$ cat src/rtl/bcd_to_binary.sv
// Iterative packed-BCD to unsigned binary converter (reverse double-dabble).
// One bit per clock: shift {bcd_part, bin_part} right, then subtract 3 from
// every BCD digit that is >= 8. Result is presented with a one-cycle done pulse.
// Optional feature: define BCD2BIN_DIGIT_CHECK_EN to reject operands that
// contain a digit > 9 (err=1, bin_out=0, short IDLE->DONE path).
module bcd_to_binary #(
    parameter int unsigned DIGITS = 4,
    parameter int unsigned BIN_W  = 14
) (
    input  logic                  clk,
    input  logic                  rst_n,
    input  logic                  start,
    input  logic [4*DIGITS-1:0]   bcd_in,
    output logic                  busy,
    output logic                  done,
    output logic [BIN_W-1:0]      bin_out,
    output logic                  err
);

    localparam int unsigned BW = 4 * DIGITS;
    localparam int unsigned CW = $clog2(BW + 1);

    typedef enum logic [1:0] {StIdle, StShift, StDone} state_e;

    state_e            state_q, state_d;
    logic [BW-1:0]     bcd_q, bcd_d;
    logic [BW-1:0]     bin_q, bin_d;
    logic [CW-1:0]     cnt_q, cnt_d;
    logic              done_q, done_d;
    logic [BIN_W-1:0]  bin_out_q, bin_out_d;
    logic              err_q, err_d;

    logic [2*BW-1:0]   shifted;
    logic [BW-1:0]     bcd_adj;
    logic [3:0]        digit;
    logic              bad_digit;

    // One reverse double-dabble step: shift right, then correct each digit >= 8.
    always_comb begin
        bcd_adj = '0;
        digit   = '0;
        shifted = {bcd_q, bin_q} >> 1;
        for (int i = 0; i < int'(DIGITS); i++) begin
            digit = shifted[BW + 4*i +: 4];
            if (digit >= 4'd8) begin
                digit = digit - 4'd3;
            end
            bcd_adj[4*i +: 4] = digit;
        end
    end

`ifdef BCD2BIN_DIGIT_CHECK_EN
    // Flag any non-decimal digit in the incoming operand.
    always_comb begin
        bad_digit = 1'b0;
        for (int i = 0; i < int'(DIGITS); i++) begin
            if (bcd_in[4*i +: 4] > 4'd9) begin
                bad_digit = 1'b1;
            end
        end
    end
`else
    assign bad_digit = 1'b0;
`endif

    // Next-state logic for the FSM and datapath.
    always_comb begin
        state_d   = state_q;
        bcd_d     = bcd_q;
        bin_d     = bin_q;
        cnt_d     = cnt_q;
        done_d    = 1'b0;
        bin_out_d = bin_out_q;
        err_d     = err_q;
        unique case (state_q)
            StIdle: begin
                if (start) begin
                    cnt_d = '0;
                    bin_d = '0;
                    err_d = bad_digit;
                    if (bad_digit) begin
                        // Rejected operand: zero datapath so DONE reports 0.
                        bcd_d   = '0;
                        state_d = StDone;
                    end else begin
                        bcd_d   = bcd_in;
                        state_d = StShift;
                    end
                end
            end
            StShift: begin
                bcd_d = bcd_adj;
                bin_d = shifted[BW-1:0];
                cnt_d = cnt_q + 1'b1;
                if (cnt_q == CW'(BW - 1)) begin
                    state_d = StDone;
                end
            end
            StDone: begin
                done_d    = 1'b1;
                bin_out_d = BIN_W'(bin_q);
                state_d   = StIdle;
            end
            default: state_d = StIdle;
        endcase
    end

    // State and datapath registers, asynchronous active-low reset.
    always_ff @(posedge clk or negedge rst_n) begin
        if (!rst_n) begin
            state_q   <= StIdle;
            bcd_q     <= '0;
            bin_q     <= '0;
            cnt_q     <= '0;
            done_q    <= 1'b0;
            bin_out_q <= '0;
            err_q     <= 1'b0;
        end else begin
            state_q   <= state_d;
            bcd_q     <= bcd_d;
            bin_q     <= bin_d;
            cnt_q     <= cnt_d;
            done_q    <= done_d;
            bin_out_q <= bin_out_d;
            err_q     <= err_d;
        end
    end

    assign busy    = (state_q != StIdle);
    assign done    = done_q;
    assign bin_out = bin_out_q;
    assign err     = err_q;

endmodule

$ cat config.mk
export PLATFORM = sky130hd
export DESIGN_NAME = bcd_to_binary
export DESIGN_NICKNAME = d
export VERILOG_FILES = /design/src/rtl/bcd_to_binary.sv
export SDC_FILE = /design/constraint.sdc
export NUM_CORES = 1
export LEC_CHECK = 0
export ABC_CLOCK_PERIOD_IN_PS = 1300
export CAP_MARGIN = 15
export CORE_MARGIN = 4
export CORE_UTILIZATION = 45
export CTS_CLUSTER_SIZE = 16
export DETAILED_ROUTE_END_ITERATION = 16
export PLACE_DENSITY = 0.7
export REMOVE_ABC_BUFFERS = 1
export SLEW_MARGIN = 20
export SYNTH_ARGS = -nofsm -noshare
export SYNTH_HDL_FRONTEND = slang
export SYNTH_SLANG_ARGS = --single-unit
$ cat constraint.sdc
create_clock -name clk -period 1.3 [get_ports clk]
set_input_delay 0.26 -clock clk [delete_from_list [all_inputs] [get_ports clk]]
set_output_delay 0.26 -clock clk [all_outputs]
set_load 0.02 [all_outputs]
-- Yosys cells after proc, flatten, opt, wreduce, memory -nomap -nowiden
Cells that the tools add are included.
- register bits: 54
- bits of input ports: 19
- output and inout bits: 17
- $add $sub $neg: 5
- magnitude comparators: 4
- eq/ne operators: 5
- muxes and demuxes: 14
- reductions and logical operators: 5
- operators by type and width (operator ; number):
    one-hot mux 16 bit (2 select lines) ; 2
    2-to-1 mux 16 bit ; 2
    2-to-1 mux 4 bit ; 4
    greater-or-equal comparator 4 bit, second input constant ; 3
    subtractor 4 x 2 -> 4 bit, second input constant ; 3
    one-hot mux 5 bit (2 select lines) ; 1
    adder 5 x 1 -> 5 bit, second input constant ; 1
    equality test 5 x 4 -> 1 bit, second input constant ; 1
    2-to-1 mux 5 bit ; 1
    greater-or-equal comparator 3 x 4 -> 1 bit, second input constant ; 1
    2-to-1 mux 2 bit ; 2
    inequality test 2 bit, second input constant ; 2
    one-hot mux 2 bit (2 select lines) ; 1
    AND reduction 2 bit ; 2
    nonzero test 2 bit ; 2
    subtractor 3 x 2 -> 4 bit, second input constant ; 1
    equality test 2 x 1 -> 1 bit, second input constant ; 1
    equality test 2 bit, second input constant ; 1
    zero test 2 bit ; 1
    2-to-1 mux 1 bit ; 1

-- Depth between registers and ports, before layout
Gate-level depths: netlist of the first run.
- depth after elaboration: 3
- depth in mapped cells: 6
- mapped depth without buffers: 5

-- Worst setup path after synthesis of the first run
Ideal clock, no wire load.
- path kind: flip-flop to flip-flop
- start point: register bcd_q[9]
- end point: register bcd_q[10]
- setup time: 126 ps
- arrival time: 1114 ps
- data required time: 1174 ps
- path slack: 60 ps
- cell stages (with the launch flop): 5
- clock period less this slack: 1240 ps
- cells stage by stage: dfrtp_1 ha_1 nand2b_1 xnor2_1 a221o_1
- word-level cells in the longest chain between the ends: 3
- ends and longest elaborated chain (what ; RTL line ; text):
    from (decl) ; 26 ; logic [BW-1:0] bcd_q, bcd_d;
    from (signal assigned) ; 112 ; bcd_q <= '0;
    from (signal assigned) ; 120 ; bcd_q <= bcd_d;
    subtractor 4 x 2 -> 4 bit or greater-or-equal comparator 4 bit (tied branches) ; 46, 45 ;
    2-to-1 mux 4 bit (*) ; 45 ; if (digit >= 4'd8) begin
    one-hot mux 16 bit (2 select lines) (*) ; 75 ; unique case (state_q)
Mark *: on every way between the ends. The rest lies on a longest branch, timed or not.
A chain may end at the register's enable or synchronous reset.

-- Worst setup path in the final report of the first run
- start point: register state_q[0]
- end point: register cnt_q[3]
- word-level cells in the longest chain between the ends: 3
- ends and longest elaborated chain (what ; RTL line ; text):
    from (decl) ; 25 ; state_e state_q, state_d;
    from (signal assigned) ; 111 ; state_q <= StIdle;
    from (signal assigned) ; 119 ; state_q <= state_d;
    equality test 2 x 1 -> 1 bit or zero test 2 bit (tied branches) ; 75 ;
    nonzero test 2 bit (no line) or inequality test 2 bit (tied branches) ; -- ;
    AND reduction 2 bit (no line) ; -- ;
    to (signal assigned) ; 122 ; cnt_q <= cnt_d;
    to (decl) ; 28 ; logic [CW-1:0] cnt_q, cnt_d;
Parallel ways exist; a longest one is shown, timed or not.

==> results of run 1 <==
==> worst max-delay path: cells and delay by family (launching register included) <==
kind | cells | cell delay (ps)
AND/OR/NAND/NOR | 1 | 270
flip-flops | 1 | 410
AO/OA/AOI/OAI | 2 | 270
buffers and inverters | 2 | 320
==> what timing repair did <==
item	in CTS	in global routing
gates resized for setup	26	22
gates cloned	3	0
pin swaps	1	15
endpoints found under the hold margin	54	0
setup endpoints to repair	37	52
setup buffers	0	3
hold buffers	1	0
==> state kept, by name, indices dropped and copies added (netlist names) <==
register / flops
cnt_q: 5
state_q: 2
bcd_q: 16
bin_out: 14
done: 1
bin_q: 16
==> final cells by class <==
type / instances / area share
Timing Repair Buffer: 63 / 0.185
Clock buffer: 6 / 0.0253
Inverter: 11 / 0.0134
Clock inverter: 2 / 0.00498
Multi-Input combinational cell: 131 / 0.330
Sequential cell: 54 / 0.414
Tap cell: 72 / 0.0276
==> final timing paths <==
path / to / cells after the start / from / slack [ps]
min: done / 3 / rst_n / 460
max reg2reg: cnt_q[3] / 5 / state_q[0] / -50
min reg2reg: bin_out[5] / 1 / bin_out[5] / 490
min in group clk: bin_out[5] / 1 / bin_out[5] / 490
max: cnt_q[3] / 5 / state_q[0] / -50
max in group asynchronous: cnt_q[3] / 3 / rst_n / 590
==> cells by family after synthesis <==
| logic type | Yosys count | share of synthesized area |
|---|---|---|
| other cells | 1 | 0.00148 |
| compound gates | 63 | 0.195 |
| mux | 15 | 0.0660 |
| fa+ha+maj | 8 | 0.0394 |
| xor+xnor | 6 | 0.0207 |
| flops | 54 | 0.532 |
| simple gates | 37 | 0.0778 |
| buf+inv | 26 | 0.0675 |
==> power breakdown <==
part | switching, W | internal (W)
sequential | 0.000537 | 0.00235
combinational | 0.00158 | 0.00188
clock | 0.000546 | 0.000439
total | 0.00266 | 0.00466
==> synth_stat cells (2+ instances only) <==
master    instances
xnor2_1           5
ha_1              8
buf_4             2
o211a_1           3
a31oi_1           9
nor2b_1           9
buf_6             8
mux2_2            5
a221o_1           2
dfrtp_1          54
nand2_1          11
a21oi_1           7
o21ai_1           2
o22ai_1           9
buf_2             3
mux2_1            9
and3_1            3
o21bai_1          3
a221oi_2          2
a22o_1           17
o21ai_0           3
clkbuf_1          2
and2_1            4
nand2b_1          2
inv_1             9
nor2_1            4
==> routing by layer <==
metal | routed length [µm] | up-vias
met3 | 216 | 4
li1 | - | 871
met4 | 45 | 0
met2 | 2580 | 42
met5 | 0 | -
met1 | 2310 | 909
==> metrics by stage <==
stage                     hold slack, ps  setup TNS, ps  total power [W]  instances   util
after floorplan                    -35.6         -29350          0.00480        195      -
after global placement               278          -6370          0.00595        324  0.550
after detailed placement             279          -7270          0.00605        324  0.550
after CTS                            485           -194          0.00722        336  0.580
after global routing                 513          -1780          0.00783        339  0.593
final                                464           -156          0.00732        339  0.593
==> results.md, run 1 <==
* Status: complete, but fails checks
* Failing checks: setup timing
* GRT Residual Overflow at 0
* Initial antenna violation count at 0
* Iteration-0 DRC Markers at 101
* Fin crit period at approximately 1300 ps
* DR vias at about 1800
* Num CTS Buffers at 5
* Cell count after synthesis at between 200 and 250
* Number of global-route vias before repair at ~1800
* Multi-input logic area at 0.00108 mm²
* Top Ports at 36
* Hold Fails Final Rpt at 0
* DRC violation count after routing at 0
* DP Area at 0.00303 mm²
* CP Class: reg2reg
* RSZ-0062 raised after global routing: true
* CP arrival at between 1500 and 2000 ps
* Worst path max stage delay at between 400 and 500 ps
* M3 GR Usage at 0.0248
* Leading area contributor after synthesis: dfrtp_1
* Post-synthesis sequential area ratio at 0.532
* Clock sinks at 54
* Share of the synthesized area in the top cell type at 0.532
* Chip Width at 83.1 µm
* Worst setup margin at -47.0 ps
* Std-Cell Rows at 27
* Crit path top cell by count: buf_6
* Initial Util at 0.461
* Startpoint types: flop
* Slowest CP cell: dfrtp_1
* Pre-Repair DR Iteration Count at 4
* CP Max Fanout at 8
* Wire length per cell at approximately 15 µm
* Number of synthesized flops with an enable pin at 0
* Clock Pin Slew Worst Setup and Hold Paths at 90 ps
* Most frequent cells in the layout: dfrtp_1, buf_4, a22o_1
* CTS max path bufs at 2
* Yosys cell types at slightly above 40
* Worst-Skew Late Latency at 300 ps
* Most used flip-flop cell after synthesis: dfrtp_1
* GRT met1 Usage at 0.204
* Detail Route Antenna Nets at 0
* Post-DP HPWL at 3480 µm
* Largest net degree at the start of global routing at 55
* Clock Skews at 8.52 ps
* Critical Path RT at about 1500 ps
* Vias per cell at about 5.4
* Setup violators final at 12
* Max IR drop VDD at slightly above 1 mV
* I/O Buffers at 34
* Routed wire length at between 5000 and 6000 µm
* Final Instance Area at roughly 0.0033 mm²
* Fin crit share at 1.04
* Maxcap violations at 0
* Total track usage at 0.151
* Busiest layer in global routing: met2
* Met2 usage at 0.248
* Endpoint class of the critical path: flop
* GPL Wtd Cong at between 0.8 and 0.9
* Core area at ~0.0055 mm²
* Cell area after synthesis at between 0.002 and 0.003 mm²
* Hold Crit Class: in2async
* Yosys Warn Count at 0
* Ant diodes at 0
* Storage element area at between 0.001 and 0.0015 mm²
* Synth area leaders: dfrtp_1, a22o_1, mux2_1
* Commonest non-fill, non-tap cell in the layout: dfrtp_1
* Pwr/cell area at about 2200 mW/mm²
* CTS tree: yes
* Dpl ws at -259 ps
* Critical path, cell by cell: buf_6 -> nor2b_4 -> buf_6 -> a41oi_2 -> a31oi_1
* P&R area growth vs syn at 28.5%
* # H-tree levels at 2
* Syn_area_per_cell at ~12 µm²
* Layout cells sized above 1 at 0.228
* Full die area at roughly 0.0069 mm²
* CTS root buf: clkbuf_8
* Global-route wire length before repair at ~8600 µm
* #FFs+latches synth at 54
* P_leak at ~1.6 nW
* Fmax at between 700 and 800 MHz
* Fin. max-slew vios at 0
* Fillers at between 400 and 500
* Die Height at slightly above 80 µm
* Ys async rst share at 1.00
* Layout Nets at just under 300
Power figures use the tool's default switching activity.
==> run 2: changes to the inputs <==
Settings changed: CTS_CLUSTER_DIAMETER from default to 60, CTS_CLUSTER_SIZE 16 to 10.
==> results of run 2 <==
No change in the layout: final DEF, timing and power equal those of run 1.
